### config.mk
export PLATFORM = sky130hd
export DESIGN_NAME = apb_master_arb
export DESIGN_NICKNAME = d
export VERILOG_FILES = /design/src/rtl/apb_pkg.sv /design/src/rtl/rr_arbiter.sv /design/src/rtl/apb_master_arb.sv
export SDC_FILE = /design/constraint.sdc
export NUM_CORES = 1
export LEC_CHECK = 0
export ABC_AREA = 1
export ABC_CLOCK_PERIOD_IN_PS = 3000
export CAP_MARGIN = 20
export CORE_MARGIN = 2
export CORE_UTILIZATION = 43
export CTS_CLUSTER_SIZE = 25
export DETAILED_ROUTE_END_ITERATION = 8
export GPL_ROUTABILITY_DRIVEN = 0
export PLACE_DENSITY = 0.86
export SYNTH_ARGS = -nofsm -noshare
export SYNTH_HDL_FRONTEND = slang
export SYNTH_SLANG_ARGS = --single-unit
### constraint.sdc
create_clock -name PCLK -period 3 [get_ports PCLK]
set_clock_uncertainty 0.15 [all_clocks]
set_input_delay 0.6 -clock PCLK [delete_from_list [all_inputs] [get_ports PCLK]]
set_output_delay 0.6 -clock PCLK [all_outputs]
set_load 0.02 [all_outputs]
### src/rtl/apb_pkg.sv
// Shared APB constants, master FSM state encoding and the PSEL decode helper.
package apb_pkg;

    localparam int APB_AW = 32;
    localparam int APB_DW = 32;
    localparam int PSEL_W = 16;
    localparam int SEL_W  = 4;

    typedef enum logic [1:0] {
        ST_IDLE   = 2'd0,
        ST_SETUP  = 2'd1,
        ST_ACCESS = 2'd2
    } apb_state_e;

    function automatic logic [PSEL_W-1:0] psel_onehot(input logic [SEL_W-1:0] idx);
        logic [PSEL_W-1:0] v;
        v      = '0;
        v[idx] = 1'b1;
        return v;
    endfunction

endpackage

### src/rtl/rr_arbiter.sv
// Round-robin arbiter: the search starts one past the last granted index,
// which is held in r_ptr and updated only when the grant is consumed.
module rr_arbiter #(
    parameter int NUM_REQ = 2,
    parameter int PTR_W   = (NUM_REQ > 1) ? $clog2(NUM_REQ) : 1
) (
    input  logic               i_clk,
    input  logic               i_rst_n,
    input  logic [NUM_REQ-1:0] i_req,
    input  logic               i_upd,
    output logic [NUM_REQ-1:0] o_gnt,
    output logic [PTR_W-1:0]   o_gnt_idx,
    output logic               o_gnt_any
);

    logic [PTR_W-1:0] r_ptr;

    always_comb begin
        int               k;
        logic [PTR_W-1:0] w_idx;
        k         = 0;
        w_idx     = '0;
        o_gnt     = '0;
        o_gnt_idx = '0;
        o_gnt_any = 1'b0;
        // i = NUM_REQ wraps back to r_ptr itself, so it is checked last
        for (int i = 1; i <= NUM_REQ; i++) begin
            k = int'(r_ptr) + i;
            if (k >= NUM_REQ) begin
                k = k - NUM_REQ;
            end
            w_idx = PTR_W'(k);
            if (!o_gnt_any && i_req[w_idx]) begin
                o_gnt_any    = 1'b1;
                o_gnt[w_idx] = 1'b1;
                o_gnt_idx    = w_idx;
            end
        end
    end

    always_ff @(posedge i_clk or negedge i_rst_n) begin
        if (!i_rst_n) begin
            r_ptr <= '0;
        end else if (i_upd && o_gnt_any) begin
            r_ptr <= o_gnt_idx;
        end
    end

endmodule

### src/rtl/apb_master_arb.sv
// Multi-requester APB master: round-robin request arbitration, slave select
// decode, SETUP/ACCESS sequencing and a PREADY timeout.
module apb_master_arb
    import apb_pkg::*;
#(
    parameter int NUM_REQ     = 2,
    parameter int NUM_SLV     = 16,
    parameter int SEL_LSB     = 12,
    parameter int TIMEOUT_CYC = 256
) (
    input  logic                           PCLK,
    input  logic                           PRESETn,
    input  logic [NUM_REQ-1:0]             req_valid,
    output logic [NUM_REQ-1:0]             req_ready,
    input  logic [NUM_REQ-1:0][APB_AW-1:0] req_addr,
    input  logic [NUM_REQ-1:0]             req_write,
    input  logic [NUM_REQ-1:0][APB_DW-1:0] req_wdata,
    output logic [NUM_REQ-1:0]             rsp_valid,
    output logic [APB_DW-1:0]              rsp_rdata,
    output logic                           rsp_err,
    output logic [APB_AW-1:0]              PADDR,
    output logic [APB_DW-1:0]              PWDATA,
    output logic                           PWRITE,
    output logic [PSEL_W-1:0]              PSEL,
    output logic                           PENABLE,
    input  logic [APB_DW-1:0]              PRDATA,
    input  logic                           PREADY
);

    localparam int PTR_W = (NUM_REQ > 1) ? $clog2(NUM_REQ) : 1;
    localparam int CNT_W = $clog2(TIMEOUT_CYC + 1);
    localparam logic [SEL_W:0]   NUM_SLV_L = NUM_SLV[SEL_W:0];
    localparam logic [CNT_W-1:0] CNT_LAST  = CNT_W'(TIMEOUT_CYC - 1);

    apb_state_e r_state;
    apb_state_e w_state_nxt;

    logic [NUM_REQ-1:0] w_gnt;
    logic [PTR_W-1:0]   w_gnt_idx;
    logic               w_gnt_any;

    logic               w_accept;
    logic               w_term;
    logic               w_tmo;
    logic [APB_AW-1:0]  w_sel_addr;
    logic [SEL_W-1:0]   w_sel_idx;
    logic               w_dec_ok;

    logic [PTR_W-1:0]   r_owner;
    logic [CNT_W-1:0]   r_wait_cnt;
    logic [APB_AW-1:0]  r_paddr;
    logic [APB_DW-1:0]  r_pwdata;
    logic               r_pwrite;
    logic [PSEL_W-1:0]  r_psel;
    logic               r_penable;
    logic [NUM_REQ-1:0] r_rsp_valid;
    logic               r_rsp_err;
    logic [APB_DW-1:0]  r_rsp_rdata;

    rr_arbiter #(
        .NUM_REQ (NUM_REQ),
        .PTR_W   (PTR_W)
    ) u_rr_arbiter (
        .i_clk     (PCLK),
        .i_rst_n   (PRESETn),
        .i_req     (req_valid),
        .i_upd     (w_accept),
        .o_gnt     (w_gnt),
        .o_gnt_idx (w_gnt_idx),
        .o_gnt_any (w_gnt_any)
    );

    // Request handshake: a transfer is taken on a rising edge where
    // req_valid[i] & req_ready[i]; ready is offered only in IDLE, to the
    // round-robin winner, combinationally from req_valid and the pointer.
    assign req_ready  = (r_state == ST_IDLE) ? w_gnt : '0;

    assign w_sel_addr = req_addr[w_gnt_idx];
    assign w_sel_idx  = w_sel_addr[SEL_LSB +: SEL_W];
    assign w_dec_ok   = ({1'b0, w_sel_idx} < NUM_SLV_L);

    always_comb begin
        w_state_nxt = r_state;
        w_accept    = 1'b0;
        w_term      = 1'b0;
        w_tmo       = 1'b0;
        case (r_state)
            ST_IDLE: begin
                if (w_gnt_any) begin
                    w_accept = 1'b1;
                    // decode errors are answered straight from IDLE
                    if (w_dec_ok) begin
                        w_state_nxt = ST_SETUP;
                    end
                end
            end
            ST_SETUP: begin
                w_state_nxt = ST_ACCESS;
            end
            ST_ACCESS: begin
                // PREADY wins over the terminal count
                if (PREADY) begin
                    w_term      = 1'b1;
                    w_state_nxt = ST_IDLE;
                end else if (r_wait_cnt == CNT_LAST) begin
                    w_term      = 1'b1;
                    w_tmo       = 1'b1;
                    w_state_nxt = ST_IDLE;
                end
            end
            default: begin
                w_state_nxt = ST_IDLE;
            end
        endcase
    end

    always_ff @(posedge PCLK or negedge PRESETn) begin
        if (!PRESETn) begin
            r_state <= ST_IDLE;
        end else begin
            r_state <= w_state_nxt;
        end
    end

    always_ff @(posedge PCLK or negedge PRESETn) begin
        if (!PRESETn) begin
            r_owner     <= '0;
            r_wait_cnt  <= '0;
            r_paddr     <= '0;
            r_pwdata    <= '0;
            r_pwrite    <= 1'b0;
            r_psel      <= '0;
            r_penable   <= 1'b0;
            r_rsp_valid <= '0;
            r_rsp_err   <= 1'b0;
            r_rsp_rdata <= '0;
        end else begin
            r_rsp_valid <= '0;
            r_rsp_err   <= 1'b0;
            r_rsp_rdata <= '0;

            if (w_accept) begin
                r_owner  <= w_gnt_idx;
                r_paddr  <= w_sel_addr;
                r_pwdata <= req_wdata[w_gnt_idx];
                r_pwrite <= req_write[w_gnt_idx];
                r_psel   <= w_dec_ok ? psel_onehot(w_sel_idx) : '0;
                if (!w_dec_ok) begin
                    r_rsp_valid[w_gnt_idx] <= 1'b1;
                    r_rsp_err              <= 1'b1;
                end
            end

            if (r_state == ST_SETUP) begin
                r_penable <= 1'b1;
            end

            if (r_state == ST_ACCESS && !w_term) begin
                r_wait_cnt <= r_wait_cnt + CNT_W'(1);
            end else begin
                r_wait_cnt <= '0;
            end

            if (w_term) begin
                r_psel               <= '0;
                r_penable            <= 1'b0;
                r_rsp_valid[r_owner] <= 1'b1;
                r_rsp_err            <= w_tmo;
                r_rsp_rdata          <= (!w_tmo && !r_pwrite) ? PRDATA : '0;
            end
        end
    end

    assign PADDR     = r_paddr;
    assign PWDATA    = r_pwdata;
    assign PWRITE    = r_pwrite;
    assign PSEL      = r_psel;
    assign PENABLE   = r_penable;
    assign rsp_valid = r_rsp_valid;
    assign rsp_err   = r_rsp_err;
    assign rsp_rdata = r_rsp_rdata;

endmodule

Yosys cells after proc, flatten, opt, wreduce, memory -nomap -nowiden:

Index checks and enable logic that the tools add are counted.

* bits in registers: 130

* $add $sub $neg: 5
* order comparisons: 11
* eq/ne operators: 5
* multiplexer cells: 47
* bitwise operators: 1
* reduce and logical (&&, ||, !) cells: 16

Operators by type and width (count)
* $mux 32: 6
* $mux 16: 2
* $mux 1: 26
* $mux 2: 7
* $add 9x1->9 const B: 1
* $eq 9x8->1 const B: 1
* $mux 9: 1
* $logic_and 1x1->1: 8
* $lt 1x2->1 const B: 4
* $pmux 2 s3: 1
* $lt 4x5->1 const B: 1
* $demux 1 s4: 1
* $ge 4x1->1 const B: 1
* $logic_not 1->1: 4
* $reduce_bool 2->1: 2
* $add 1x2->3 const B: 1
* $demux 1 s1: 3
* $ge 1x1->1 const B: 3
* $ge 3x2->1 const B: 1
* $ne 3x3->1 const B: 1
* $add 1x1->2 const B: 1
* $eq 2x1->1 const B: 1
* $eq 2x2->1 const B: 1
* $ge 2x2->1 const B: 1
* 5 further kinds: 6

Depth between registers and ports, before layout:

Gate-level depths: netlist of run 1.

* word-level depth: 17
* depth in mapped cells: 16
* gate-level depth less buffers: 15

Modules after synthesis:

Synthesis of run 1 repeated with hierarchy kept, for this count alone.

* cell total of the unflattened synthesis: 657
* area, all modules: 5908.2 um2

By module, submodules not included
* apb_master_arb: times used 1, cells each 645, area an instance 5833.1 um2, sequential area each 3228.1 um2
* rr_arbiter: times used 1, cells each 12, area an instance 75.1 um2, sequential area each 25.0 um2

Worst setup path before layout of run 1:

No wires, ideal clock.

* kind: register -> register
* start point: register r_wait_cnt[0]
* end point: register r_rsp_rdata[0], in the netlist rsp_rdata[0]
* setup time: 0.120 ns
* arrival: 1.781 ns
* data required time: 2.730 ns
* slack: 0.949 ns
* cell stages (with the launch flop): 15
* path buffers: 2
* path through: dfrtp_1 -> ha_1 -> nand2_1 -> inv_1 -> nand2_1 -> nor2_1 -> nand3_1 -> nor2_1 -> ha_1 -> inv_1 -> nor3_1 -> or2_1 -> buf_2 -> buf_2 -> nor2_1

* word-level cells in the longest chain between the ends: 8
* elaborated cells between the ends (all ways): 10
* those cells by class: eq/ne: 1; mux: 7; reduce/logical: 2

RTL lines
* from (decl): RTL line apb_master_arb.sv:50 `logic [CNT_W-1:0] r_wait_cnt;`
* from (signal assigned): RTL line apb_master_arb.sv:159 `r_wait_cnt <= r_wait_cnt + CNT_W'(1);`
* $eq 9x8->1 *: RTL line apb_master_arb.sv:105 `end else if (r_wait_cnt == CNT_LAST) begin`
* $mux 1 *: RTL line apb_master_arb.sv:105
* $mux 1: RTL line apb_master_arb.sv:102 `if (PREADY) begin`
* $mux 1: RTL line apb_master_arb.sv:87 `case (r_state)`
* $logic_not 1->1: RTL line apb_master_arb.sv:169 `r_rsp_rdata <= (!w_tmo && !r_pwrite) ? PRDATA : '0;`
* $logic_and 1x1->1: RTL line apb_master_arb.sv:169
* $mux 32: RTL line apb_master_arb.sv:169
* $mux 32 *: RTL line apb_master_arb.sv:164 `if (w_term) begin`
* to (signal assigned): RTL line apb_master_arb.sv:169
* to (decl): RTL line apb_master_arb.sv:58 `logic [APB_DW-1:0] r_rsp_rdata;`

Every way passes the cells marked *; elsewhere a longest branch is shown, timed or not.
A chain may end at the register's enable or synchronous reset.

Final worst setup path of run 1:

* start point: input port req_valid[0]
* end point: output port req_ready[1]

* word-level cells in the longest chain between the ends: 7
* elaborated cells between the ends (all ways): 11
* those cells by class: mux: 8; bitwise: 1; reduce/logical: 2

RTL lines
* from (decl): RTL line apb_master_arb.sv:13 `input logic [NUM_REQ-1:0] req_valid,`
* $mux 1 (not written as such) (2 in series): RTL line rr_arbiter.sv:33 `if (!o_gnt_any && i_req[w_idx]) begin`
* $mux 1: RTL line rr_arbiter.sv:33
* $logic_not 1->1: RTL line rr_arbiter.sv:33
* $logic_and 1x1->1: RTL line rr_arbiter.sv:33
* $mux 2 *: RTL line rr_arbiter.sv:33
* $mux 2 *: RTL line apb_master_arb.sv:76 `assign req_ready = (r_state == ST_IDLE) ? w_gnt : '0;`
* to (decl): RTL line apb_master_arb.sv:14 `output logic [NUM_REQ-1:0] req_ready,`

Every way passes the cells marked *; elsewhere a longest branch is shown, timed or not. The select of a mux whose other input is x is not followed.

==> impl_results.md, run 1 <==
* Fmax at 350 MHz
* Total congestion overflow at 0
* Sequential area share after synthesis at 59.2%
* Most common cell after layout, fill and taps aside: clkdlybuf4s50_1
* Crit-path max FO at 4
* Ys Warns at 0
* Clock slew at the register clock pins of the worst setup and hold paths at 0.05 ns
* Initial antenna violation count at 0
* Clock tree buffer depth at 2
* Antenna Nets Post-Route at 0
* Max-slew headroom at 50.6%
* Setup violations, final at 0
* H-tree depth at 4
* Clock Power Share at 26.9%
* Total Routing Usage GR at 25.8%
* Post-synth EDFFs at 0
* RSZ-0062 raised after global routing: no
* Switching share of power at 36.3%
* Worst-Margin Slew at 0.741 ns
* CTS tree: built
* Initial detailed-routing violation count at 337
* Critical Path AT at 2.11 ns
* Kind of critical path: in -> out
* Psw at 0.00309 W
* Hold Crit Class: in -> async
* CTS resizes at 0
* Largest net degree at the start of global routing at 130
* Drt wl/cell at 15.6 um
* Placed Cells at 1,074
* Vias in the first global route at 5,348
* GRT Max-Usage Layer: met2
* Clk Latency, worst-skew pair at 0.41 ns
* Final setup TNS at 0 ns
* Die W at 117 um
* Synthesized Nets at 809
* Syn avg cell area at 8.52 um^2
* Fin crit share at 95.4%
* Power Density at 934 nW/um^2
* Core Box Area at 12,500 um^2
* Met1 usage at 28.8%
* Critical Path End Type: primary output
* Pre-CTS setup slack at 0.182 ns
* Total Wirelength at 17,200 um
* GR Layer Usage met2 at 42.8%
* Gate power share at 42.2%
* Min Tclk post-route at 2.86 ns
* Global-route wire length before repair at 26,500 um
* M3 GR Usage at 10.5%
* Slew Limit Fails at 0
* Port Buffer Count at 285
* Proportion of layout cells with a drive suffix above 1 at 6.43%
* Area Growth Syn to Fin at 67.3%
* Final Hold Viols at 0
* Vias at 5,383
* Yosys reg bits at 129
* Lkg Pwr at 4.05 nW
* Sink Count at 129
* Worst setup SP type: primary input
* Status: finished, final reports clean
* Mapped Cells at 640
* Commonest non-fill, non-tap cells in the layout: clkdlybuf4s50_1 (284), nand2_1 (164), dfrtp_1 (129), nor2_1 (119), o21ai_1 (68)
* Reg power frac at 30.8%
* DR DRC count at 0
* FFs w/ async S/R, synth at 100%
* Ports at 286
* ANT cells at 0
* Max VDD drop at 0.489 mV
* Std cell rows at 41
* Hold buffer count at cts at 0
* Die Ht at 117 um
* Finished Layout Cells at 1,105
* Vias per cell at 4.87
* Final WS setup at 0.139 ns
* DP HPWL at 12,100 um
* Post-Syn Area at 5450 um^2
* Die area at 13,600 um^2
* Final net count at 1,090
* Max_cap viols at 0
* Pre-antenna DRT Iters at 5
* Worst EP required at 2.25 ns
* Setup Fix Bufs, Post-CTS at 0
* Root Buffer Master: clkbuf_16
* Unique masters post-synth at 23
* Starting density of the core at 43.6%
* Internal at 0.00542 W
* Main flop type after synthesis: dfrtp_1
* Total CTS buffers at 17
flip-flops by register name, summed over array words and instances (netlist names):
name,flops
PADDR,32
PWDATA,32
rsp_rdata,32
PSEL,16
r_wait_cnt,9
r_state,2
rsp_valid,2
PENABLE,1
PWRITE,1
rsp_err,1
u_rr_arbiter.r_ptr,1
worst max-delay path, cell delays in order:
cell and delay (ns):
clkdlybuf4s50_1 0.52, nand2_2 0.14, nand2_2 0.06, nor2_1 0.15
clkdlybuf4s50_1 0.63
power groups by stage:
stage / Combinational [W] / Sequential, W / Clock [W]
after floorplan: 0.00124 / 0.00326 / 0
after global placement: 0.00356 / 0.00262 / 0
after detailed placement: 0.00361 / 0.00263 / 0
after CTS: 0.00363 / 0.00263 / 0.00232
after global routing: 0.00392 / 0.00269 / 0.00240
final: 0.00360 / 0.00263 / 0.00229
per-stage QoR:
step / power [W] / utilization (%) / hold slack (ns) / instance area, um^2
3_3_place_gp: 0.00617 / 67.6 / 0.295 / 8460
3_5_place_dp: 0.00624 / 67.6 / 0.319 / 8460
4_1_cts: 0.00858 / 72.9 / 0.180 / 9120
2_1_floorplan: 0.00450 / - / 0.154 / 5450
6_report: 0.00852 / 72.9 / 0.0919 / 9120
5_1_grt: 0.00901 / 72.9 / 0.208 / 9120
final timing paths:
kind                               startpoint       endpoint  slack [ns]  depth (start not counted)
max in group asynchronous             PRESETn         PWRITE        2.01                          2
worst min-delay path                  PRESETn      PADDR[18]        0.09                          2
worst max-delay path             req_valid[0]   req_ready[1]        0.14                          5
worst max register to register  r_wait_cnt[0]  rsp_rdata[30]        0.53                         15
min in group PCLK               r_wait_cnt[0]  r_wait_cnt[0]        0.32                          1
worst min register to register  r_wait_cnt[0]  r_wait_cnt[0]        0.32                          1
layout make-up:
class	count	area, um^2
Timing Repair Buffer	298	2960
Inverter	28	105
Tap cell	172	215
Clock buffer	21	480
Fill cell	939	3400
Sequential cell	129	3230
Multi-Input combinational cell	447	1950
Clock inverter	10	180
cells by family (layout without fill, tap and decap cells):
logic type	Yosys count	after routing	share of synthesized area [%]
buf+inv	64	357	5.23
flops	129	129	59.2
compound gates	139	139	13.0
fa+ha+maj	2	2	0.459
simple gates	306	306	22.1
metal layers:
layer,routed length [um],share of wire [%]
met1,6370,37
met2,8340,49
met5,0,0
met4,637,3.7
met3,1840,11
synthesized netlist by cell type, types with 2 or more instances:
cell type | n | area, um^2
a21oi_1 | 5 | 25.0
buf_2 | 21 | 105
buf_4 | 3 | 22.5
clkbuf_1 | 11 | 41.3
dfrtp_1 | 129 | 3230
ha_1 | 2 | 25.0
inv_1 | 22 | 82.6
inv_2 | 6 | 22.5
nand2_1 | 164 | 616
nand2_2 | 2 | 12.5
nand3_1 | 10 | 50.1
nand3b_1 | 2 | 15.0
nor2_1 | 119 | 447
nor2_2 | 4 | 25.0
nor3_1 | 2 | 10.0
o21a_1 | 2 | 15.0
o21ai_0 | 59 | 295
o21ai_1 | 69 | 345
o21bai_1 | 4 | 30.0
No activity file was read; power rests on OpenSTA's default activity.
==> run 2: changes to the inputs <==
CELL_PAD_IN_SITES_DETAIL_PLACEMENT = 1   (was default)
CELL_PAD_IN_SITES_GLOBAL_PLACEMENT = 1   (was default)
CORE_UTILIZATION = 30   (was 43)
PLACE_DENSITY = default   (was 0.86)
PLACE_DENSITY_LB_ADDON = 0.1   (was default)
==> run 2 against run 1 <==
  * Global-route usage fell by 4.7 points
  * Sequential share of layout area is 0.31 points lower
  * Final cell count increased by 5.2%
  * Routed wire length increased by 17%
  * Non-clock buffer count stayed put
  * Worst setup slack better by 0.042 ns
  * Combinational power up 3%
  * Critical path type unchanged
  * Highest routed layer unchanged
==> impl_results.md, run 2 (synthesis gave the netlist of run 1 again) <==
* Total Routing Usage GR at 21.1% (-4.7 points)
* Kind of critical path: in -> out
* Vias in the first global route at 6,056 (+13%)
* Initial detailed-routing violation count at 137 (-59%)
* Final net count at 1,090 (unchanged)
* Critical Path AT at 2.07 ns (-0.04 ns)
* Max VDD drop at 0.439 mV (-10%)
* Antenna Nets Post-Route at 0 (unchanged)
* Die W at 139 um (+19%)
* Slowest CP cell: clkdlybuf4s50_1
* Status: finished, final reports clean
* Drt wl/cell at 17.3 um (+11%)
* Placed cell area at 8580 um^2 (+1.4%)
* Crit-path cells: clkdlybuf4s50_1, nand2_2, nand2_2, nor2_1, clkdlybuf4s50_1
* CP Launch Point: req_valid[0]
* Design area at 9200 um^2 (+0.88%)
* Starting density of the core at 30.5% (-13 points)
* Port Buffer Count at 285 (unchanged)
* Lkg Pwr at 4.04 nW (-0.35%)
* Most common cell after layout, fill and taps aside: clkdlybuf4s50_1
* Peak per-stage delay on the critical path at 0.66 ns (+0.03 ns)
* Hold Crit Start: r_wait_cnt[0]
* Proportion of layout cells with a drive suffix above 1 at 6.32% (-0.11 points)
* DR DRC count at 0 (unchanged)
* Critical Path End Type: primary output
* CTS tree: built
* Total Power at 0.00850 W (-0.20%)
* Commonest non-fill, non-tap cells in the layout: clkdlybuf4s50_1 (284), nand2_1 (164), dfrtp_1 (129), nor2_1 (119), o21ai_1 (68)
* Vias at 5,483 (+1.9%)
* Worst setup SP type: primary input
* Reg-to-Reg Start: r_wait_cnt[0]
* RSZ-0062 raised after global routing: no
* CTS resizes at 0 (unchanged)
* Finished Layout Cells at 1,163 (+5.2%)
* Initial antenna violation count at 0 (unchanged)
* Total Wirelength at 20,100 um (+17%)
* Total congestion overflow at 0 (unchanged)
* Crit-path max FO at 3 (-1)
* Pre-CTS setup slack at 0.186 ns (+0.00401 ns)
* Fin crit share at 94.0% (-1.4 points)
* Final setup TNS at 0 ns (unchanged)
* H-tree depth at 4 (unchanged)
* Power Density at 924 nW/um^2 (-1.1%)
* Ports at 286 (unchanged)
* Final WS setup at 0.181 ns (+0.0418 ns)
* Max_cap viols at 0 (unchanged)
* Clock slew at the register clock pins of the worst setup and hold paths at 0.06 ns (about the same)
* Clk Latency, worst-skew pair at 0.42 ns (about the same)
* Vias per cell at 4.71 (-3.2%)
* DP HPWL at 14,600 um (+21%)
* Pre-antenna DRT Iters at 4 (-1)
* Area Growth Syn to Fin at 68.7%
* Root Buffer Master: clkbuf_16
* Min Tclk post-route at 2.82 ns (-0.0418 ns)
* Sink Count at 129 (unchanged)
* Fmax at 355 MHz (+1.5%)
* ANT cells at 0 (unchanged)
* Max-slew headroom at 34.5% (-16 points)
* Hold Crit Class: reg -> reg
* Core Box Area at 17,900 um^2 (+43%)
* Largest net degree at the start of global routing at 68 (-48%)
* Slew Limit Fails at 0 (unchanged)
* Setup violations, final at 0 (unchanged)
* Global-route wire length before repair at 31,900 um (+21%)
* Std cell rows at 49 (+20%)
* Die area at 19,300 um^2 (+42%)
* Worst EP required at 2.25 ns (about the same)
* Total CTS buffers at 17 (unchanged)
* Final Hold Viols at 0 (unchanged)
* Placed Cells at 1,130 (+5.2%)
* Clock tree buffer depth at 2 (unchanged)
* Worst-Margin Slew at 0.982 ns (+0.241 ns)
* Die Ht at 139 um (+19%)
## run 2: cell count changes in the layout (fill, tap and decap cells not counted), sizes merged
cell,before,now
buf,14,13
inv,28,30
clkinvlp,2,4
clkbuf,21,20
bufinv,5,3
dlygate4sd3,0,1
## run 2: critical path: cells and delay by family
family        cells  cell delay (ns)
buf+inv           2             1.12
simple gates      3             0.34
## run 2: per-stage QoR
stage                     hold slack (ns)  util [%]
after global placement              0.300      47.9
after global routing                0.353      51.4
final                               0.311      51.4
after floorplan                     0.154         -
after detailed placement            0.304      47.9
after CTS                           0.312      51.4
## run 2: power breakdown
group	internal, W	switching [W]	total (W)
Combinational	0.00160	0.00211	0.00371
Sequential	0.00231	0.000330	0.00264
Clock	0.00135	0.000803	0.00216
Total	0.00526	0.00324	0.00850
## run 2: metal layers
layer	track usage [%]	wire length (um)	up-vias
met3	7.35	1620	34
met2	37.8	10100	199
met5	0	0	-
li1	-	-	2599
met4	8.13	520	0
met1	22.8	7870	2651
## run 2: final timing paths
| path | endpoint | slack, ns | depth (start not counted) |
|---|---|---|---|
| hold / removal | r_wait_cnt[0] | 0.31 | 1 |
| setup reg to reg | rsp_rdata[2] | 0.54 | 15 |
| max in group asynchronous | rsp_rdata[15] | 1.38 | 3 |
| min in group asynchronous | PADDR[10] | 0.50 | 2 |
| setup / recovery | req_ready[1] | 0.18 | 5 |
| hold reg to reg | r_wait_cnt[0] | 0.31 | 1 |
## run 2: final cells by class
| type | count | area, um^2 |
|---|---|---|
| Fill cell | 2018 | 8700 |
| Sequential cell | 129 | 3230 |
| Timing Repair Buffer | 298 | 3020 |
| Multi-Input combinational cell | 447 | 1950 |
| Clock buffer | 20 | 457 |
| Tap cell | 229 | 287 |
| Clock inverter | 12 | 156 |
| Inverter | 28 | 105 |
## run 2: repair_timing
| action | 4_1_cts | 5_1_grt |
|---|---|---|
| setup buffers | 0 | 0 |
| hold buffers | 1 | 0 |
| hold endpoints to repair | 37 | 0 |
| setup endpoints to repair | 0 | 0 |
